### config.mk
export PLATFORM = sky130hd
export DESIGN_NAME = fetch_ctrl
export DESIGN_NICKNAME = d
export VERILOG_FILES = /design/src/rtl/fetch_ctrl.sv
export SDC_FILE = /design/constraint.sdc
export NUM_CORES = 1
export LEC_CHECK = 0
export ABC_CLOCK_PERIOD_IN_PS = 8090
export BUFFER_PORTS_ARGS = -buffer_cell sky130_fd_sc_hd__buf_2
export CAP_MARGIN = 20
export CORE_MARGIN = 1.5
export CORE_UTILIZATION = 30
export DETAILED_ROUTE_END_ITERATION = 8
export REMOVE_ABC_BUFFERS = 1
export SLEW_MARGIN = 15
export SYNTH_ARGS = -nofsm -noshare
export SYNTH_HDL_FRONTEND = slang
export SYNTH_SLANG_ARGS = --single-unit
### constraint.sdc
create_clock -name clk -period 8.09 [get_ports clk]
set_input_delay 0.809 -clock clk [delete_from_list [all_inputs] [get_ports clk]]
set_output_delay 0.809 -clock clk [all_outputs]
set_load 0.01 [all_outputs]
### src/rtl/fetch_ctrl.sv
// Program-counter sequencer for the instruction ROM: sequential fetch, LUT-indexed
// absolute jumps, signed relative branches, stall and halt control.
module fetch_ctrl #(
  parameter int unsigned D  = 10,
  parameter int unsigned LW = 4,
  parameter int unsigned OW = 8
) (
  input  logic          clk,
  input  logic          reset,
  input  logic          start,
  input  logic          stall,
  input  logic          halt_req,
  input  logic          branch_taken,
  input  logic          jump_abs,
  input  logic [LW-1:0] target_idx,
  input  logic [OW-1:0] rel_off,
  input  logic          lut_we,
  input  logic [LW-1:0] lut_waddr,
  input  logic [D-1:0]  lut_wdata,
  output logic [D-1:0]  prog_ctr,
  output logic          fetch_valid,
  output logic          busy,
  output logic          done
);

  localparam int NLUT = 1 << LW;

  localparam logic [1:0] S_IDLE = 2'd0;
  localparam logic [1:0] S_RUN  = 2'd1;
  localparam logic [1:0] S_HALT = 2'd2;

  logic [1:0]   state_q, state_d;
  logic [D-1:0] pc_q, pc_d;
  logic [D-1:0] lut_q [NLUT];
  logic [D-1:0] rel_ext;

  // Offset is two's complement; the signed cast sign-extends to the PC width.
  assign rel_ext = D'($signed(rel_off));

  always_ff @(posedge clk or posedge reset) begin
    if (reset) begin
      state_q <= S_IDLE;
      pc_q    <= '0;
    end else begin
      state_q <= state_d;
      pc_q    <= pc_d;
    end
  end

  // Branch-target table; a same-cycle jump to the written index sees the old entry.
  always_ff @(posedge clk or posedge reset) begin
    if (reset) begin
      for (int i = 0; i < NLUT; i++) begin
        lut_q[i] <= '0;
      end
    end else if (lut_we) begin
      lut_q[lut_waddr] <= lut_wdata;
    end
  end

  always_comb begin
    state_d = state_q;
    pc_d    = pc_q;
    case (state_q)
      S_IDLE: begin
        pc_d = '0;
        if (start) begin
          state_d = S_RUN;
        end
      end
      S_RUN: begin
        if (!stall) begin
          if (halt_req) begin
            state_d = S_HALT;
          end else if (branch_taken && jump_abs) begin
            pc_d = lut_q[target_idx];
          end else if (branch_taken) begin
            pc_d = pc_q + rel_ext;
          end else begin
            pc_d = pc_q + D'(1);
          end
        end
      end
      S_HALT: begin
        if (start) begin
          state_d = S_RUN;
          pc_d    = '0;
        end
      end
      default: begin
        state_d = S_IDLE;
        pc_d    = '0;
      end
    endcase
  end

  assign prog_ctr    = pc_q;
  assign busy        = (state_q == S_RUN);
  assign done        = (state_q == S_HALT);
  assign fetch_valid = busy & ~stall;

endmodule

==> run metrics <==
Synth warnings=0; Critical Path Sink Type=flip-flop; Max Freq=~350 MHz; num rows=61; HP Class=input port to asynchronous set/reset pin; type of the worst setup path=input port to flip-flop; H-tree depth=4; R2R Path End=prog_ctr[8]$_DFFE_PP0P_; top-area cell type share of the netlist area=0.513; initial antenna violation count=0; R2R Setup Slk=around 5.6 ns; DRT Pass-1 Iters=6; Rel. slew slack=0.371; largest net degree at the start of global routing=110; Req. time, crit path=~8.4 ns; register area=approximately 4300 µm²; Worst R2R Start=prog_ctr[0]$_DFFE_PP0P_; Die Ht=approximately 170 µm; worst-path cell chain=buf_4 > buf_4 > mux4_1 > mux4_2 > a21oi_1 > o21ai_1; Layout area overhead=14.6%; Levels on crit path=6; multi-input logic area=around 3900 µm²; Slew Limit Fails=0; Setup-failing EPs final=0; DIE AREA=between 20000 and 30000 µm²; worst path bufs/invs=2; sequential power share=0.475; DR vias=~5100; GPL Wtd Cong=slightly above 0.8; net switching power=between 600 and 700 µW; synth top area cells=dfrtp_1, mux2_2, mux4_2; final wirelength=approximately 20000 µm; Unique masters post-synth=50; RSZ-0062 raised after global routing=no; DR iter-0 viols=slightly below 400; worst r2r path cells=7; clock share of power=0.344; core area=approximately 28000 µm²; # Post-CTS Setup Buffers=0; hold buffer count at CTS=0; EDFF count, synth=0; diode count=0; Slew @ Worst Pin=about 0.94 ns; minimum clock period=2.86 ns; CTS max path bufs=2; routed vias/inst=just under 5; share of flip-flops with an asynchronous set or reset=1.00; root buf cell=clkbuf_16; Synth Register Bits=172; cell area after synthesis=approximately 8400 µm²; Arrival @ worst endpoint=approximately 3.1 ns; cell-internal power=roughly 1800 µW; cell taking the most area after synthesis=dfrtp_1; Final Hold Vio Count=0; Post-Route Utilization=0.348; Pwr Total=2430 µW; CP endpoint=prog_ctr[2]$_DFFE_PP0P_; delay of the slowest cell on the worst path=between 0.6 and 0.7 ns; period utilization=0.353; clk_lat worst skew=0.43 ns; LEAKAGE=between 0.004 and 0.005 µW; layout cells sized above 1=0.429; Fillers=roughly 2700; maximum vdd drop=approximately 0.00015 V; combinational share of power=0.181; Top delay family on crit path=multiplexers; post-route ant nets=0; CTS tree=yes; commonest non-fill, non-tap cell in the layout=dfrtp_1; gr ovfl total=0; setup slack after layout=roughly 5.2 ns; PortBufs=46; PD cells=252 nW/µm²; clk_skew=around 0.0052 ns; WL/cell=roughly 20 µm; drt drc=0; Max-cap violations=0; commonest non-fill, non-tap cells in the layout=dfrtp_1, mux2_2, buf_2; Net count, final=684; Initial Utilization=0.304; CP Max Fanout=35; DP Worst Slack=approximately 4.8 ns; post-CTS resize count=0; aggregate global-route resource usage=0.148; ys flop type=dfrtp_1; Post-Synthesis Cells=595; Reg clk slew, reported paths=about 0.070 ns; Num CTS Buffers=17; first-pass GRT wire length=roughly 32000 µm; Syn Area/Cell=roughly 14 µm²; Slowest-stage cell, CP=mux4_1; Num Clock Sinks=between 150 and 200; I/O pin total=47; beginning of the critical path=target_idx[0]; crit path launch type=input port; die width=~170 µm; setup TNS=0 ns; Net Sw Frac=0.254; HPWL after DPL=between 10000 and 15000 µm; vias in the first global route=between 5000 and 6000; Seq/Total Area, Yosys=0.513; status=finished, final reports clean; most used cell along the critical path=buf_4
-- synthesized netlist by cell type (all sizes together), types with 2 or more instances --
cell type	instances
buf	13
mux4	27
nand3b	2
or3	3
a21o	4
xnor2	3
nor4	2
nand2b	9
mux2	169
nor3	5
a32o	2
a221oi	2
dfrtp	172
nand2	20
a21boi	2
inv	5
ha	9
a22o	2
nand4	2
nand3	3
a22oi	12
o21bai	2
clkbuf	19
nor2b	3
mux2i	32
a211oi	2
o21ai	11
and2	8
nor2	16
a21oi	20
-- power by group through the flow --
stage	Sequential [µW]	Clock [µW]	Combinational (µW)
after floorplan	1130	0	334
after CTS	1150	849	444
final	1150	835	440
after global routing	1180	890	484
after detailed placement	1170	0	442
after global placement	1170	0	427
-- how the worst min path moves through the flow --
stage	from	endpoint	cells after the start
3_5_place_dp	lut_q[110]$_DFFE_PP0P_	lut_q[110]$_DFFE_PP0P_	1
3_3_place_gp	lut_q[84]$_DFFE_PP0P_	lut_q[84]$_DFFE_PP0P_	1
2_1_floorplan	lut_q[141]$_DFFE_PP0P_	lut_q[141]$_DFFE_PP0P_	1
4_1_cts	lut_q[110]$_DFFE_PP0P_	lut_q[110]$_DFFE_PP0P_	1
5_1_grt	reset	state_q[0]$_DFFE_PP0P_	2
6_report	reset	state_q[0]$_DFFE_PP0P_	2
-- layout make-up --
cell class / instances / area share
Multi-Input combinational cell: 386 / 0.402
Timing Repair Buffer: 58 / 0.0357
Inverter: 5 / 0.00247
Clock buffer: 23 / 0.0518
Tap cell: 378 / 0.0492
Clock inverter: 9 / 0.0115
Sequential cell: 172 / 0.448
-- routing by layer --
layer / part of all wire / global-route usage
met5: 0 / 0
met4: 0.014 / 0.0454
met1: 0.48 / 0.209
met3: 0.057 / 0.0353
met2: 0.45 / 0.223
-- cells by family (layout without fill, tap and decap cells) --
family / after synthesis / after routing / share of synthesized area
adder cells (fa/ha/maj): 10 / 10 / 0.0158
AO/OA/AOI/OAI: 66 / 66 / 0.0514
multiplexers: 228 / 228 / 0.341
flip-flops: 172 / 172 / 0.513
AND/OR/NAND/NOR: 78 / 78 / 0.0473
XOR/XNOR: 4 / 4 / 0.00418
buffers and inverters: 37 / 95 / 0.0273
-- sequential cells by signal, summed over array words and instances (netlist names) --
| register | cells |
|---|---|
| prog_ctr | 10 |
| state_q | 2 |
| lut_q | 160 |
-- through the flow --
stage	std cells	instance area, µm²	hold WS (ns)
final	1031	9610	0.345
after global routing	1031	9610	0.357
after CTS	1030	9590	0.501
after detailed placement	998	8980	0.487
after global placement	998	8980	0.484
after floorplan	563	8180	0.470
Note: power is estimated with default switching activity, not from simulation.
